--- config.mk ---
export PLATFORM = sky130hd
export DESIGN_NAME = scan_select_gen
export DESIGN_NICKNAME = d
export VERILOG_FILES = /design/src/rtl/scan_select_gen.sv
export SDC_FILE = /design/constraint.sdc
export NUM_CORES = 1
export LEC_CHECK = 0
export CORE_MARGIN = 4
export CORE_UTILIZATION = 54
export DETAILED_ROUTE_END_ITERATION = 6
export PLACE_DENSITY = 0.74
export RECOVER_POWER = 100
export SETUP_SLACK_MARGIN = 0.3
export SYNTH_ARGS = -nofsm -noshare
export SYNTH_HDL_FRONTEND = slang
export SYNTH_SLANG_ARGS = --single-unit
--- constraint.sdc ---
create_clock -name clk -period 5.69 [get_ports clk]
set_input_delay 1.707 -clock clk [delete_from_list [all_inputs] [get_ports clk]]
set_output_delay 1.707 -clock clk [all_outputs]
set_load 0.02 [all_outputs]
--- src/rtl/scan_select_gen.sv ---
// scan_select_gen
//   Drives the 2-bit select code of a 2-to-4 line decoder, stepping
//   00 -> 01 -> 10 -> 11 -> 00 with every slot lasting PRESCALE cycles.
//   scan_valid gates the decoded one-hot lines downstream.
//
// Ports
//   clk         in   rising-edge clock
//   rst_n       in   synchronous active-low reset
//   en          in   scan enable; 0 stops and returns to slot 00
//   hold        in   freeze prescaler and slot; outputs keep their values
//   sel_i1      out  select MSB (decoder i1)
//   sel_i0      out  select LSB (decoder i0)
//   scan_valid  out  decoded output is valid
//   slot_tick   out  1-cycle pulse in the first cycle of each new slot
//   frame_done  out  1-cycle pulse on the 11 -> 00 wrap
//
// Configuration macro
//   SCAN_BLANK_EN : blank scan_valid during the first cycle of every slot
//                   (requires PRESCALE >= 2).

module scan_select_gen #(
    parameter int unsigned PRESCALE = 4,
    parameter int unsigned CNT_W    = 16
) (
    input  logic clk,
    input  logic rst_n,
    input  logic en,
    input  logic hold,
    output logic sel_i1,
    output logic sel_i0,
    output logic scan_valid,
    output logic slot_tick,
    output logic frame_done
);

    // Elaboration-time parameter checks
    if (PRESCALE < 1 || PRESCALE > 65535) begin : g_bad_prescale
        $error("scan_select_gen: PRESCALE out of range 1..65535");
    end
    if (((PRESCALE - 1) >> CNT_W) != 0) begin : g_bad_cnt_w
        $error("scan_select_gen: CNT_W too narrow for PRESCALE");
    end
`ifdef SCAN_BLANK_EN
    if (PRESCALE < 2) begin : g_bad_blank
        $error("scan_select_gen: SCAN_BLANK_EN needs PRESCALE >= 2");
    end
`endif

    localparam logic [CNT_W-1:0] TC = CNT_W'(PRESCALE - 1);

    logic [CNT_W-1:0] cnt_q, cnt_d;
    logic [1:0]       slot_q, slot_d;
    logic             valid_q, valid_d;
    logic             tick_q, tick_d;
    logic             frame_q, frame_d;
    logic             term;

    assign term = (cnt_q == TC);

    always_comb begin
        cnt_d   = cnt_q;
        slot_d  = slot_q;
        valid_d = valid_q;
        tick_d  = 1'b0;
        frame_d = 1'b0;
        if (!en) begin
            cnt_d   = '0;
            slot_d  = 2'b00;
            valid_d = 1'b0;
        end else if (!hold) begin
            if (term) begin
                cnt_d   = '0;
                slot_d  = slot_q + 2'd1;
                tick_d  = 1'b1;
                frame_d = (slot_q == 2'b11);
            end else begin
                cnt_d = cnt_q + CNT_W'(1);
            end
`ifdef SCAN_BLANK_EN
            // Blank the cycle in which the decoder output switches.
            valid_d = !term;
`else
            valid_d = 1'b1;
`endif
        end
    end

    always_ff @(posedge clk) begin
        if (!rst_n) begin
            cnt_q   <= '0;
            slot_q  <= 2'b00;
            valid_q <= 1'b0;
            tick_q  <= 1'b0;
            frame_q <= 1'b0;
        end else begin
            cnt_q   <= cnt_d;
            slot_q  <= slot_d;
            valid_q <= valid_d;
            tick_q  <= tick_d;
            frame_q <= frame_d;
        end
    end

    assign sel_i1     = slot_q[1];
    assign sel_i0     = slot_q[0];
    assign scan_valid = valid_q;
    assign slot_tick  = tick_q;
    assign frame_done = frame_q;

endmodule

==> results of run 1 <==
## synthesized netlist by cell type, types with 3 or more instances
cell type / n
sky130_fd_sc_hd__dfxtp_1: 21
sky130_fd_sc_hd__xnor2_1: 8
sky130_fd_sc_hd__nor4_1: 5
sky130_fd_sc_hd__nand3_1: 6
sky130_fd_sc_hd__inv_1: 4
sky130_fd_sc_hd__xor2_1: 6
sky130_fd_sc_hd__nand4_1: 3
sky130_fd_sc_hd__nor3_1: 4
sky130_fd_sc_hd__nand2_1: 3
sky130_fd_sc_hd__nor2_1: 17
## power groups by stage
| stage | combinational, mW | clock, mW | sequential [mW] |
|---|---|---|---|
| 6_report | 0.00855 | 0.0685 | 0.149 |
| 5_1_grt | 0.00948 | 0.0792 | 0.149 |
| 4_1_cts | 0.00889 | 0.0715 | 0.149 |
| 3_3_place_gp | 0.00873 | 0 | 0.152 |
| 3_5_place_dp | 0.00879 | 0 | 0.152 |
| 2_1_floorplan | 0.00539 | 0 | 0.152 |
## area by class of cell
type	instances	area [µm²]	share of cell area (%)
multi-input cells	73	483	46.2
flip-flops and latches	21	420	40.2
repair buffers	8	80.1	7.66
clock buffers	4	26.3	2.51
well taps	16	20.0	1.92
inverters	4	15.0	1.44
## per-stage QoR
step                      utilization [%]  hold WS (ps)  total power, mW  instances  setup WS [ps]
after global routing                 66.3           503            0.238        126           2010
after global placement               64.6           447            0.161        122           2060
final                                66.3           461            0.226        126           2180
after floorplan                         -           458            0.158        100           2720
after detailed placement             64.6           452            0.161        122           2040
after CTS                            66.3           468            0.229        126           2280
## how the worst max path moves through the flow
stage           endpoint  slack, ps  start
2_1_floorplan  cnt_q[14]       2720   hold
3_3_place_gp    cnt_q[2]       2060   hold
3_5_place_dp   cnt_q[10]       2040   hold
4_1_cts        cnt_q[10]       2280   hold
5_1_grt        cnt_q[12]       2010   hold
6_report        cnt_q[8]       2180   hold
## cell usage in the layout, fill, tap and decap left out, drive strengths merged
cell type | synthesis | final
dfxtp | 21 | 21
nor2 | 17 | 17
xnor2 | 8 | 8
nand3 | 6 | 6
xor2 | 6 | 6
dlygate4sd3 | 0 | 6
nor4 | 5 | 5
inv | 4 | 4
nor3 | 4 | 4
clkbuf | 0 | 4
nand4 | 3 | 3
nand2 | 3 | 3
a21oi | 3 | 3
nand4b | 3 | 3
mux2i | 2 | 2
or3 | 2 | 2
ha | 2 | 2
clkdlybuf4s50 | 0 | 2
or2 | 2 | 2
nor4b | 1 | 1
nor2b | 1 | 1
o31ai | 1 | 1
or4 | 1 | 1
o21ai | 1 | 1
and2 | 1 | 1
and4b | 1 | 1
## flip-flops by register name, summed over array words and instances, names as in the netlist
signal,flops
cnt_q,16
frame_done,1
slot_tick,1
slot_q,2
scan_valid,1
## layer usage
layer / track usage, % / routed length (µm) / vias to the layer above
met5: 0 / 0 / -
met4: 2.76 / 0 / 0
met3: 6.33 / 85 / 0
met2: 23.3 / 731 / 13
met1: 18.3 / 783 / 330
li1: - / - / 366
## worst register-to-register path, cell delays in order, from the launching register on
cell and delay, ps:
sky130_fd_sc_hd__dfxtp_1 430, sky130_fd_sc_hd__ha_1 270, sky130_fd_sc_hd__nor4b_1 310, sky130_fd_sc_hd__nand4_1 280, sky130_fd_sc_hd__nand3_1 530, sky130_fd_sc_hd__nor2_1 110
## cell families (layout without fill, tap and decap cells)
| logic type | count (synthesis) | in the layout | share of synthesized area [%] |
|---|---|---|---|
| simple gates | 50 | 50 | 30.4 |
| mux | 2 | 2 | 2.14 |
| buf+inv | 6 | 16 | 3.35 |
| flops | 21 | 21 | 45.0 |
| xor+xnor | 14 | 14 | 13.1 |
| compound gates | 5 | 5 | 3.35 |
| fa+ha+maj | 2 | 2 | 2.68 |
==> results.md, run 1 <==
- In the final layout, the share of cells above drive strength 1 is 6.36%.
- The die is 49.6 µm wide.
- The number of levels in the clock H-tree is 1.
- In this run, the number of DRC markers left after iteration 0 of detailed routing was 15.
- The setup fix buffers added after clock tree synthesis is 0.
- The launch point of the worst hold path is scan_valid.
- Counting distinct cell types in the post-synthesis netlist gives 28.
- The area growth from synthesis to layout is 11.8%.
- The number of cells on the worst hold path is 2.
- Adding up every negative setup slack in the final design gives 0 ps.
- The combinational cell fraction of total power is 3.8%.
- The depth of the critical timing path with buffers and inverters included is 5.
- The synthesized area per cell is 9.35 µm².
- The first-pass GRT wire length is 2820 µm.
- The core region area is 1580 µm².
- The hold violation total from the final report is 0.
- In the finished design, the share of the clock period the worst path needs comes to 61.6%.
- The die outline area is 2460 µm².
- The part of the power in registers is 65.8%.
- The switching part of the total power is 20.7%.
- The total count of max-transition violations in the final report is 0.
- The stage delay of the slowest cell on the critical path is 660 ps.
- Walking the worst path, the cells encountered are dlygate4sd3_1, nor4b_1, nand4_1, nand3_1, nor2_1.
- Hold repair after CTS inserted 0 buffers.
- The total DRC errors in the routed layout is 0.
- The clock network latency to the later pin of the worst-skew pair is 300 ps.
- The HPWL reported at the end of detailed placement is 1250 µm.
- In the synthesized netlist the dominant register cell turns out to be sky130_fd_sc_hd__dfxtp_1.
- The mapped netlist covers 935 µm².
- The global-route usage over all layers is 14.6%.
- Entering global routing, the biggest net connects 17 pins.
- Summed over its instances, the top area cell type makes up 45.0% of the synthesized netlist area.
- The maximum vdd ir drop is 0.151 mV.
- The number of antenna diodes in the final layout is 0.
- The cell sitting at the root of the clock tree is a sky130_fd_sc_hd__clkbuf_4.
- The startpoint class of the critical path is a primary input.
- In the final design database the tool counted 117 nets.
- Synthesis inferred 21 register bits.
- The number of placement rows is 14.
- For the final database, setup skew stands at 1.74 ps.
- In this run the cell area measured after placement is 1020 µm².
- The internal cell power is 0.179 mW.
- The run finished with clean final reports.
- The depth of the most critical reg-to-reg path is 5.
- For this run the aggregate overflow at the end of global routing stands at 0.
- For this run, the register share of the synthesized area comes to 45.0%.
- The final setup violation count is 0.
- After detailed routing, the average wire length per cell comes to 12.7 µm.
- The worst register-to-register path begins at cnt_q[0].
- The final routed wirelength across all metal layers is 1600 µm.
- The worst path needs 3510 ps of the cycle, external delays included.
- The path with the worst hold slack has its endpoint at scan_valid.
- The number of buffers created by CTS is 3.
- In the synthesized netlist, the number of instances is 100.
- At the worst endpoint, the arrival time is 3680 ps.
- The net count of the mapped netlist is 106.
- The I/O pin count is 9.
- The worst pin sits at a relative slew slack of 58.5%.
- The net switching power of the design is 0.0468 mW.
- The clock sink count is 21.
- The number of enable flip-flop cells after synthesis is 0.
- The finished cells cover 1040 µm².
- The power density over the cells is 216 nW/µm².
- TritonCTS built the clock tree.
- Summed over all instances, the cell type with the most area after synthesis is sky130_fd_sc_hd__dfxtp_1.
- In this run the remaining antenna-violating nets after routing total 0.
- The via count of the first global-routing pass is 648.
- The max-cap check violation count is 0.
- The worst setup path is captured at a flip-flop.
- The analysis attributes to cell leakage a power of 0.387 nW.
- The Yosys step of the flow raised 0 warnings.
- Derived from the worst setup path, the maximum achievable clock frequency is 0.285 GHz.
- After synthesis, the share of flip-flops with an asynchronous set or reset is 0%.
- Counting both buffers and inverters, the worst setup path holds a total of 1.
- The cell family with the largest share of critical-path delay is simple AND/OR/NAND/NOR gates.
- Sorting the synthesized cells by area gives the leading types as sky130_fd_sc_hd__dfxtp_1, sky130_fd_sc_hd__xnor2_1, sky130_fd_sc_hd__nor2_1.
- The initial utilization of the core area, before any placement, comes to 59.3%.
- In this run the critical register-to-register path is captured at cnt_q[8].
- The via count is 709.
- The peak fanout along the critical path is 16.
- The number of antenna violations at the first check in global routing is 0.
- Clock-pin slew was measured on the worst setup and hold paths at 100 ps.
- The via density per instance is 5.63.
- Before antenna repair, the detailed router went through 4 iterations.
- The class of the most critical hold timing path is reg2reg.
- In this run, post-CTS repair resized a total of 0 instances.
- The number of fillers in the final layout is 133.
- The number of buffers on the longest clock path is 2.
- The number of port buffers is 8.
- The clock network accounts for 30.4% of the total power.
- The critical path in this run is classified as in2reg.
- The required time at the worst-slack endpoint is 5860 ps.
- The reg2reg setup slack is 3640 ps.
- Setup repair after global routing left no endpoint under its margin.
- The slowest stage of the critical path is the sky130_fd_sc_hd__dlygate4sd3_1 cell.
- The vertical die dimension is 49.6 µm.
- At the pin with the least slew margin, the transition time is 621 ps.
- At the end of routability-driven placement, the weighted congestion stood at 0.761.
(Power assumes the default switching activity.)
==> run 2: changes to the inputs <==
==> constraint.sdc (replaced) <==
create_clock -name clk -period 3.5 [get_ports clk]
set_input_delay 1.05 -clock clk [delete_from_list [all_inputs] [get_ports clk]]
set_output_delay 1.05 -clock clk [all_outputs]
set_load 0.02 [all_outputs]
==> results of run 2 <==
The final DEF is identical to that of run 1. Status: finished, final reports clean.
Main changes from that run: setup slack after placement 2040 ps -> 510 ps; setup slack after layout 2180 ps -> 650 ps; register-to-register setup slack 3640 ps -> 1450 ps; total power 0.226 mW -> 0.367 mW; worst IR drop on VDD 0.151 mV -> 0.245 mV
==> run 3: changes to the inputs <==
--- a/config.mk
+++ b/config.mk
@@ -6,9 +6,9 @@
 export NUM_CORES = 1
 export LEC_CHECK = 0
 export CORE_MARGIN = 4
-export CORE_UTILIZATION = 54
+export CORE_UTILIZATION = 48
 export DETAILED_ROUTE_END_ITERATION = 6
-export PLACE_DENSITY = 0.74
+export PLACE_DENSITY = 0.69
 export RECOVER_POWER = 100
 export SETUP_SLACK_MARGIN = 0.3
 export SYNTH_ARGS = -nofsm -noshare
==> constraint.sdc (replaced) <==
create_clock -name clk -period 2.4 [get_ports clk]
set_input_delay 0.72 -clock clk [delete_from_list [all_inputs] [get_ports clk]]
set_output_delay 0.72 -clock clk [all_outputs]
set_load 0.02 [all_outputs]
==> run 3 against run 2 <==
  * Combinational power up 59%
  * Worst setup slack worse by 350 ps
  * First-iteration DRC count rose by 47%
  * Global-route usage grew 2.2 points
  * Total power rose by 51%
  * Utilization down 5.6 points
==> results.md, run 3 (synthesis results as in run 1) <==
- The run finished with clean final reports.
- The die outline area is 2720 µm².
- The floorplan step defined a core boundary enclosing 1780 µm².
- The first TritonRoute pass finished after 4 iterations.
- The initialized floorplan defines 15 standard-cell rows.
- Clock tree synthesis inserted a total of 3 buffers.
- The shortest clock period the worst path allows after layout is 2100 ps.
- The peak fanout along the critical path is 3.
- The number of buffer and inverter stages on the critical path is 1.
- The remaining global-route overflow is 0.
- The cell family with the largest share of critical-path delay is buffers and inverters.
- By startpoint and endpoint, the worst setup path is classified as reg2out.
- Across the VDD grid, the largest voltage drop is 0.360 mV.
- The number of antenna violations at the first check in global routing is 0.
- In the final timing run, aggregate negative setup slack is 0 ps.
- The critical path capture point type is a primary output.
- The largest registers in the layout are cnt_q: 16 flops, slot_q: 2 flops.
- The largest individual stage delay along the critical path comes from the cell sky130_fd_sc_hd__dlygate4sd3_1.
- The width of the die is 52.1 µm.
- The top cell types in the final layout, fill and taps aside, are sky130_fd_sc_hd__dfxtp_1, sky130_fd_sc_hd__nor2_1, sky130_fd_sc_hd__xnor2_1.
- The number of port buffers is 8.
- At the end of the flow, the number of nets in the layout was 122.
- Setup repair after global routing left no endpoint under its margin.
- The routed design uses 880 µm of met2 wire.
- The number of nets with antenna violations after routing is 0.
- Once the floorplan was initialized, standard cells occupied 52.4% of the core.
- The highest attainable clock frequency is 0.477 GHz.
- The tool flagged a number of max-cap violations equal to 0.
- Data on the critical path is required at its endpoint by 1680 ps.
- The arrival time at the worst endpoint is 1380 ps.
- The class of the most critical hold timing path is reg2reg.
- The fraction of final layout cells sized beyond drive strength 1 is 9.57%.
- The area of combinational cells with multiple inputs is 483 µm².
- Across the whole layout, storage elements account for 420 µm².
- The end of the worst register-to-register path is cnt_q[14].
- The first global-routing pass estimated 3280 µm of wire.
- The origin of the worst setup path is slot_q[0].
- The number of hold buffers added after CTS was 0.
- The capture point of the critical path is sel_i0.
- Global routing used 16.8% of the available tracks.
- The static leakage power is 0.393 nW.
- The clock net in this run drives a total of 21 sinks.
- The via count of the first global-routing pass was 805.
- The via density per instance is 5.47.
- CTS built an H-tree with a depth of 1.
- The startpoint of the worst register-to-register path is cnt_q[0].
- The period utilization is 87.4%.
- The register name with the most flops is cnt_q.
- Traced cell by cell, the critical path runs through dlygate4sd3_1.
- The total count of max-transition violations in the final report was 0.
- Compared with the post-synthesis result, the final layout area differs by 15.7%.
- For this block, the initial DRC count from the detailed router was 22.
- The top layer used by detailed routing is met4.
- The most common cell after layout, fill and taps aside is sky130_fd_sc_hd__dfxtp_1.
- The depth of the most critical reg-to-reg path is 5.
- STA classifies the critical path startpoint as a flip-flop.
- The slew of the pin with the lowest slew margin is 367 ps.
- In this run the number of cells on the critical path is 1.
- The final setup violation count is 0.
- On the worst path, the slowest cell contributes a delay of 690 ps.
- The largest clock skew in the final design is 12.7 ps.
- Routability-driven placement finished with a final weighted congestion of 0.827.
- The final worst setup slack is 302 ps.
- Summed over all layers, the routed wires come to 1830 µm.
- The clock edge transition at the registers on the reported setup and hold paths is 130 ps.
- The detailed router placed 766 vias in this run.
- The hold violation total from the final report was 0.
- For this design the ratio of total power to cell area is 513 nW/µm².
- In the final routed layout, each cell accounts on average for 13.0 µm.
- The clock passes through at most 2 buffers.
- The pin count of the biggest net entering global routing is 17.
- The I/O pin count is 9.
- The number of fillers in the final layout is 164.
- The reg2reg setup slack is 540 ps.
- The vertical die dimension is 52.1 µm.
- The HPWL reported at the end of detailed placement is 1380 µm.
- In the routed design, unresolved DRC markers number 0.
- At the placement stage, the worst setup path has a slack of 34.2 ps.
- 0 antenna diodes ended up in the layout.
- Detailed routing placed a total of 95 µm of wire on met3.
- For the worst-skew pair, the clock arrives at the later sink with an insertion delay of 320 ps.
- In this run the tightest slew margin relative to its limit is 75.3%.
- The number of flip-flops in the largest register is 16.
- The root buffer cell chosen for the clock tree is sky130_fd_sc_hd__clkbuf_4.
- TritonCTS built the clock tree.
- For this block, wires on met1 add up to 795 µm.
## run 3: changes by cell type in the layout (fill, tap and decap cells not counted)
| cell | delta |
|---|---|
| sky130_fd_sc_hd__dlygate4sd3_1 | -2 |
| sky130_fd_sc_hd__or2_1 | -1 |
| sky130_fd_sc_hd__clkbuf_2 | +1 |
| sky130_fd_sc_hd__buf_4 | +2 |
| sky130_fd_sc_hd__and2_0 | +1 |
| sky130_fd_sc_hd__clkbuf_1 | +2 |
| sky130_fd_sc_hd__or2_0 | +1 |
| sky130_fd_sc_hd__and2_1 | -1 |
| sky130_fd_sc_hd__clkdlybuf4s50_1 | +1 |
| sky130_fd_sc_hd__clkinvlp_4 | +1 |
## run 3: final cells by class
class | count | area share, %
multi-input cells | 73 | 44.7
repair buffers | 13 | 9.37
flip-flops and latches | 21 | 38.9
inverters | 4 | 1.39
clock inverters | 1 | 0.694
clock buffers | 3 | 2.08
well taps | 25 | 2.89
## run 3: how the worst min path moves through the flow
stage / end / slack (ps) / depth (start not counted) / from
6_report: scan_valid / 460 / 2 / scan_valid
5_1_grt: scan_valid / 480 / 2 / scan_valid
4_1_cts: scan_valid / 470 / 2 / scan_valid
3_5_place_dp: scan_valid / 450 / 2 / scan_valid
3_3_place_gp: scan_valid / 440 / 2 / scan_valid
2_1_floorplan: cnt_q[15] / 460 / 2 / cnt_q[15]
## run 3: what timing repair did
item | 4_1_cts | 5_1_grt
endpoints found under the setup margin | 0 | 1
resized for setup | 0 | 1
setup buffers | 0 | 0
## run 3: routing by layer
layer  vias to the layer above  global-route usage (%)
met3                         9                    6.30
met1                       358                    17.8
met5                         -                       0
met4                         0                    10.0
met2                        19                    28.0
li1                        380                       -
## run 3: power breakdown
part,internal [mW],switching [mW]
clock network,0.0638,0.116
registers,0.351,0.00194
logic,0.0104,0.0117
total,0.425,0.129
## run 3: through the flow
| stage | std cells | area, µm² | power (mW) | hold WS [ps] | util (%) |
|---|---|---|---|---|---|
| 2_1_floorplan | 100 | 935 | 0.374 | 458 | - |
| 6_report | 140 | 1080 | 0.554 | 465 | 60.6 |
| 3_5_place_dp | 136 | 1080 | 0.387 | 453 | 60.6 |
| 4_1_cts | 140 | 1110 | 0.563 | 470 | 62.2 |
| 3_3_place_gp | 136 | 1080 | 0.386 | 439 | 60.6 |
| 5_1_grt | 140 | 1080 | 0.582 | 484 | 60.6 |
## run 3: worst min-delay path, cell delays in order (launching register included)
cell and delay (ps):
sky130_fd_sc_hd__dfxtp_1 330, sky130_fd_sc_hd__inv_1 50, sky130_fd_sc_hd__a21oi_1 50
